`src/rtl/ps2_pkg.sv`:
```
// PS/2 device-side transmitter: shared constants, state encoding and frame helpers.
package ps2_pkg;

    localparam logic [7:0]  PS2_BREAK_PREFIX = 8'hF0;
    localparam int unsigned PS2_FRAME_BITS   = 11;

    typedef enum logic [1:0] {
        ST_IDLE,
        ST_PREFIX,
        ST_BYTE,
        ST_GAP
    } tx_state_e;

    // Parity bit that makes data ones plus parity an odd total.
    function automatic logic odd_parity(input logic [7:0] data);
        return ~^data;
    endfunction

    // Frame in transmit order from bit 0: start, data LSB first, parity, stop.
    function automatic logic [PS2_FRAME_BITS-1:0] build_frame(input logic [7:0] data);
        return {1'b1, odd_parity(data), data, 1'b0};
    endfunction

endpackage

```
`src/rtl/ps2_tx_byte.sv`:
```
// Serializes one byte as an 11-bit PS/2 device frame.
// Ports:
//   clk, rst       system clock, async active-high reset
//   start_i        load byte_i and drive the start bit on the next cycle
//   byte_i         byte to send (sampled only when start_i=1)
//   ps2_clk_o      registered PS/2 clock (idle 1)
//   ps2_data_o     registered PS/2 data (idle 1)
//   done_o         one-cycle pulse during the last stop-bit cycle
module ps2_tx_byte
    import ps2_pkg::*;
#(
    parameter int unsigned HALF = 2500
) (
    input  logic       clk,
    input  logic       rst,
    input  logic       start_i,
    input  logic [7:0] byte_i,
    output logic       ps2_clk_o,
    output logic       ps2_data_o,
    output logic       done_o
);

    localparam int unsigned CW = $clog2(2 * HALF);
    localparam int unsigned BW = $clog2(PS2_FRAME_BITS);
    localparam int unsigned FW = PS2_FRAME_BITS;

    localparam logic [CW-1:0] CYC_FALL = CW'(HALF - 1);
    localparam logic [CW-1:0] CYC_PRE  = CW'(2 * HALF - 2);
    localparam logic [CW-1:0] CYC_LAST = CW'(2 * HALF - 1);
    localparam logic [BW-1:0] BIT_LAST = BW'(PS2_FRAME_BITS - 1);

    logic          busy_q,  busy_d;
    logic [CW-1:0] cyc_q,   cyc_d;
    logic [BW-1:0] bit_q,   bit_d;
    logic [FW-1:0] shift_q, shift_d;
    logic          clk_q,   clk_d;
    logic          data_q,  data_d;
    logic          done_q,  done_d;

    // State registers; lines idle high in reset.
    always_ff @(posedge clk or posedge rst) begin
        if (rst) begin
            busy_q  <= 1'b0;
            cyc_q   <= '0;
            bit_q   <= '0;
            shift_q <= '0;
            clk_q   <= 1'b1;
            data_q  <= 1'b1;
            done_q  <= 1'b0;
        end else begin
            busy_q  <= busy_d;
            cyc_q   <= cyc_d;
            bit_q   <= bit_d;
            shift_q <= shift_d;
            clk_q   <= clk_d;
            data_q  <= data_d;
            done_q  <= done_d;
        end
    end

    // Bit timing: data moves only at bit boundaries, where ps2_clk returns high.
    always_comb begin
        busy_d  = busy_q;
        cyc_d   = cyc_q;
        bit_d   = bit_q;
        shift_d = shift_q;
        clk_d   = clk_q;
        data_d  = data_q;
        done_d  = 1'b0;

        if (start_i) begin
            busy_d  = 1'b1;
            cyc_d   = '0;
            bit_d   = '0;
            shift_d = build_frame(byte_i);
            clk_d   = 1'b1;
            data_d  = 1'b0;
        end else if (busy_q) begin
            cyc_d = cyc_q + CW'(1);
            if (cyc_q == CYC_FALL) begin
                clk_d = 1'b0;
            end
            // Registered done lands on the final stop-bit cycle.
            if (cyc_q == CYC_PRE && bit_q == BIT_LAST) begin
                done_d = 1'b1;
            end
            if (cyc_q == CYC_LAST) begin
                cyc_d = '0;
                clk_d = 1'b1;
                if (bit_q == BIT_LAST) begin
                    busy_d  = 1'b0;
                    bit_d   = '0;
                    shift_d = '0;
                    data_d  = 1'b1;
                end else begin
                    bit_d   = bit_q + BW'(1);
                    shift_d = shift_q >> 1;
                    data_d  = shift_q[1];
                end
            end
        end
    end

    assign ps2_clk_o  = clk_q;
    assign ps2_data_o = data_q;
    assign done_o     = done_q;

endmodule

```
`src/rtl/ps2_kbd_tx.sv`:
```
// PS/2 keyboard transmitter: sends a scancode, optionally preceded by the
// 0xF0 break prefix, with an idle gap after every byte.
// Ports:
//   clk, rst    system clock, async active-high reset
//   code        scancode to send
//   brk         1 = release (prefix 0xF0 then code), 0 = press (code only)
//   valid       request qualifier, accepted when ready=1
//   ready       block idle
//   ps2_clk     PS/2 clock to host (idle 1)
//   ps2_data    PS/2 data to host (idle 1)
//   count       bytes fully transmitted, wraps
module ps2_kbd_tx
    import ps2_pkg::*;
#(
    parameter int unsigned HALF = 2500,
    parameter int unsigned GAP  = 5000
) (
    input  logic       clk,
    input  logic       rst,
    input  logic [7:0] code,
    input  logic       brk,
    input  logic       valid,
    output logic       ready,
    output logic       ps2_clk,
    output logic       ps2_data,
    output logic [7:0] count
);

    localparam int unsigned GW = (GAP > 1) ? $clog2(GAP) : 1;
    localparam logic [GW-1:0] GAP_LAST = GW'(GAP - 1);

    tx_state_e     state_q, state_d;
    logic [7:0]    code_q,  code_d;
    logic          pend_q,  pend_d;
    logic [GW-1:0] gap_q,   gap_d;
    logic          ready_q, ready_d;
    logic [7:0]    count_q, count_d;

    logic          tx_start_c;
    logic [7:0]    tx_byte_c;
    logic          tx_done;

    ps2_tx_byte #(
        .HALF(HALF)
    ) u_tx_byte (
        .clk       (clk),
        .rst       (rst),
        .start_i   (tx_start_c),
        .byte_i    (tx_byte_c),
        .ps2_clk_o (ps2_clk),
        .ps2_data_o(ps2_data),
        .done_o    (tx_done)
    );

    // State register.
    always_ff @(posedge clk or posedge rst) begin
        if (rst) begin
            state_q <= ST_IDLE;
            code_q  <= '0;
            pend_q  <= 1'b0;
            gap_q   <= '0;
            ready_q <= 1'b1;
            count_q <= '0;
        end else begin
            state_q <= state_d;
            code_q  <= code_d;
            pend_q  <= pend_d;
            gap_q   <= gap_d;
            ready_q <= ready_d;
            count_q <= count_d;
        end
    end

    // Sequencing: prefix -> gap -> byte -> gap -> idle. pend_q marks that
    // the scancode still follows the current gap.
    always_comb begin
        state_d    = state_q;
        code_d     = code_q;
        pend_d     = pend_q;
        gap_d      = gap_q;
        count_d    = count_q + 8'(tx_done);
        tx_start_c = 1'b0;
        tx_byte_c  = code_q;

        case (state_q)
            ST_IDLE: begin
                // Input byte feeds the serializer directly so the start bit
                // appears on the cycle after accept.
                if (valid) begin
                    code_d     = code;
                    pend_d     = brk;
                    tx_start_c = 1'b1;
                    tx_byte_c  = brk ? PS2_BREAK_PREFIX : code;
                    state_d    = brk ? ST_PREFIX : ST_BYTE;
                end
            end
            ST_PREFIX: begin
                if (tx_done) begin
                    state_d = ST_GAP;
                    gap_d   = '0;
                end
            end
            ST_BYTE: begin
                if (tx_done) begin
                    state_d = ST_GAP;
                    gap_d   = '0;
                end
            end
            ST_GAP: begin
                if (gap_q == GAP_LAST) begin
                    gap_d = '0;
                    if (pend_q) begin
                        pend_d     = 1'b0;
                        tx_start_c = 1'b1;
                        tx_byte_c  = code_q;
                        state_d    = ST_BYTE;
                    end else begin
                        state_d = ST_IDLE;
                    end
                end else begin
                    gap_d = gap_q + GW'(1);
                end
            end
            default: begin
                state_d = ST_IDLE;
            end
        endcase

        ready_d = (state_d == ST_IDLE);
    end

    assign ready = ready_q;
    assign count = count_q;

endmodule

```
`config.mk`:
```
export PLATFORM = sky130hd
export DESIGN_NAME = ps2_kbd_tx
export DESIGN_NICKNAME = d
export VERILOG_FILES = /design/src/rtl/ps2_pkg.sv /design/src/rtl/ps2_tx_byte.sv /design/src/rtl/ps2_kbd_tx.sv
export SDC_FILE = /design/constraint.sdc
export NUM_CORES = 1
export LEC_CHECK = 0
export CORE_MARGIN = 2
export CORE_UTILIZATION = 55
export DETAILED_ROUTE_END_ITERATION = 10
export PLACE_DENSITY = 0.75
export SLEW_MARGIN = 20
export SYNTH_ARGS = -nofsm -noshare
export SYNTH_HDL_FRONTEND = slang
export SYNTH_SLANG_ARGS = --single-unit
```
`constraint.sdc`:
```
create_clock -name clk -period 2.65 [get_ports clk]
set_input_delay 0.53 -clock clk [delete_from_list [all_inputs] [get_ports clk]]
set_output_delay 0.53 -clock clk [all_outputs]
set_load 0.02 [all_outputs]
```
==> metrics.txt <==
hold_buf cts=0; WP buf/inv=2; crit path from=state_q[0]$_DFF_PP0_; Port Buffer Count=22; Hold/Removal Path Class=reg -> reg; crit path DAT=2480 ps; layout cells sized above 1=roughly 9.9%; initial antenna violation count=0; CTS tree=done; largest net degree at the start of global routing=28; Yosys cell types=47; Crit. End Element=flip-flop; reg2reg path depth=7; # DRC=0; mapped cell area=3370 um2; post-cts repair resize count=0; most frequent CP cell=or3_1; RSZ-0062 raised after global routing=false; average cell area after synthesis=around 9.6 um2; vias in the first global route=2,514; P&R area growth vs syn=14.6%; Initial Utilization=56.9%; final worst-path cycle share=84.1%; worst hold path depth=1; Final min period=2230 ps; fin nets=400; global-route wire length before repair=11.0 mm; # clock sinks=64; clk root buf=clkbuf_8; dpl hpwl=4.59 mm; P_leak=between 1.5 and 2 nW; # diodes=0; die area=6760 um2; DR vias=roughly 2,600; clk buf depth=2; kind of critical path=reg -> reg; RR Startpoint=state_q[0]$_DFF_PP0_; crit-path cells=inv_1 -> ha_1 -> mux2i_1 -> buf_4 -> or3_1 -> or3_1 -> a21oi_1; status=finished, final reports clean; Worst-path clk slew=60 ps; flop and latch count out of synthesis=between 60 and 70; GRT Util Overall=between 20% and 30%; CP Max Fanout=12; Mapped Nets=roughly 370; Routed Antenna Nets=0; cell count after synthesis=roughly 350; Worst setup SP type=flip-flop; DR pass1 iterations=4; CP top delay family=simple AND/OR/NAND/NOR gates; total gr overflow=0; Hold Path Origin=count[7]$_DFF_PP0_; hold slack final=roughly 470 ps; CORE AREA=between 5000 and 6000 um2; RR Endpoint=gap_q[7]$_DFFE_PP0P_; Die H=82.2 um; critical path's slowest cell=or3_1; hold worst-path end=count[7]$_DFF_PP0_; drt via density=5.62; Final Hold Fails=0; WL final=roughly 6.4 mm; wire length per cell after detailed routing=about 14 um; largest stage delay on the critical path=around 460 ps; Worst-Margin Slew=a little over 600 ps; Post-synth top flop=dfrtp_1; H-tree level count=3; YS warnings=0; Ports=23; Slew HR=between 50% and 60%; Final Slew Violations=0; post-CTS setup buffer count=0; setup TNS=0 ps; First DRT Iteration DRCs=~100; routability cong.=around 0.77; number of flops mapped to enable cells by yosys=0; setup violators final=0; Async SR Flop Fraction=100%; # Max-Cap Violations=0; VDD IR max=approximately 0.32 mV; highest clock rate=449 MHz; Die X=82.2 um; power density over the cells=between 400 and 500 nW/um2; Crit path required time=roughly 2900 ps; final setup skew=between 7 and 8 ps; Num CTS Buffers=9; Skew-Pair Late Insertion Delay=about 330 ps; Seq/Total Area, Yosys=47.7%; Site Rows=28; internal reg-to-reg setup slack=around 420 ps
[worst register-to-register path: cells and delay by family (launching register included)]
family	cells	cell delay [ps]
and+or+nand+nor	2	790
muxes	1	150
AOI/OAI and AO/OA	1	160
adders and majority gates	1	380
DFF	1	410
buffers and inverters	2	260
[state kept, by name, summed over array words and instances (netlist names)]
signal,cells
u_tx_byte.shift_q,10
gap_q,13
state_q,2
u_tx_byte.ps2_clk_o,1
u_tx_byte.done_o,1
pend_q,1
ready,1
u_tx_byte.bit_q,4
code_q,8
count,8
u_tx_byte.ps2_data_o,1
u_tx_byte.busy_q,1
u_tx_byte.cyc_q,13
[stage by stage]
stage          utilization, %  total power [mW]  cell area, um2  setup WS [ps]  instances
6_report                 65.2              1.79            3860            422        458
5_1_grt                  65.2              1.86            3860            257        458
4_1_cts                  65.2              1.82            3860            419        458
3_5_place_dp             62.1              1.05            3680            257        442
3_3_place_gp             62.1              1.05            3680            342        442
2_1_floorplan               -              1.02            3370            527        352
[cells in the final DEF, fill, tap and decap left out, types with 4 or more instances in the layout]
| master | n |
|---|---|
| ha_1 | 10 |
| nor3_1 | 8 |
| a211oi_1 | 9 |
| inv_1 | 10 |
| dfrtp_1 | 61 |
| buf_4 | 6 |
| o21ai_0 | 16 |
| and3_1 | 12 |
| xor2_1 | 14 |
| a22oi_1 | 4 |
| nand4_1 | 7 |
| nor2_1 | 28 |
| clkdlybuf4s50_1 | 22 |
| clkbuf_8 | 12 |
| a21oi_1 | 20 |
| nand3_1 | 17 |
| xnor2_1 | 15 |
| nand2_1 | 48 |
| a31oi_1 | 4 |
| or3_1 | 7 |
[per-layer routing]
metal / part of all wire [%] / GRT usage [%] / vias to the layer above / wire length [um]
met2: 48 / 36.6 / 25 / 3090
met1: 49 / 26.4 / 1240 / 3130
met4: 1.3 / 8.50 / 0 / 83
met5: 0 / 0 / - / 0
li1: - / - / 1296 / -
met3: 1.8 / 3.59 / 11 / 115
[worst max-delay path by stage]
stage               cells past startpoint                          endpoint
floorplan                               1             code_q[0]$_DFFE_PP0P_
global placement                        6  u_tx_byte.shift_q[9]$_DFFE_PP0P_
detailed placement                      6  u_tx_byte.shift_q[9]$_DFFE_PP0P_
CTS                                     7              gap_q[7]$_DFFE_PP0P_
global route                            8             gap_q[12]$_DFFE_PP0P_
finish                                  7              gap_q[7]$_DFFE_PP0P_
[report_power, final]
part | switching [mW] | internal, mW
sequential | 0 | 0.977
clock | 0.352 | 0.412
combinational | 0.0308 | 0.0234
total | 0.383 | 1.41
[kinds of logic after synthesis]
kind of cell / share of synthesized area (%)
AOI/OAI and AO/OA: 13.0
DFF: 47.7
adders and majority gates: 3.72
buffers and inverters: 3.31
and+or+nand+nor: 23.4
muxes: 0.595
xor gates and xnor gates: 8.21
[cell type report]
class | instances | area, um2
Clock buffer | 13 | 169
Inverter | 11 | 41.3
Tap cell | 75 | 93.8
Multi-Input combinational cell | 263 | 1650
Timing Repair Buffer | 29 | 285
Clock inverter | 3 | 15.0
Fill cell | 483 | 2060
Sequential cell | 64 | 1610
[cell usage after synthesis (9+ instances only)]
| master | count | area [um2] |
|---|---|---|
| dfrtp_1 | 61 | 1530 |
| nand2_1 | 48 | 180 |
| nor2_1 | 28 | 105 |
| a21oi_1 | 20 | 100 |
| nand3_1 | 17 | 85.1 |
| o21ai_0 | 16 | 80.1 |
| xnor2_1 | 15 | 131 |
| xor2_1 | 14 | 123 |
| and3_1 | 12 | 75.1 |
| inv_1 | 11 | 41.3 |
| ha_1 | 10 | 125 |
| a211oi_1 | 9 | 67.6 |
Power figures use the tool's default switching activity.
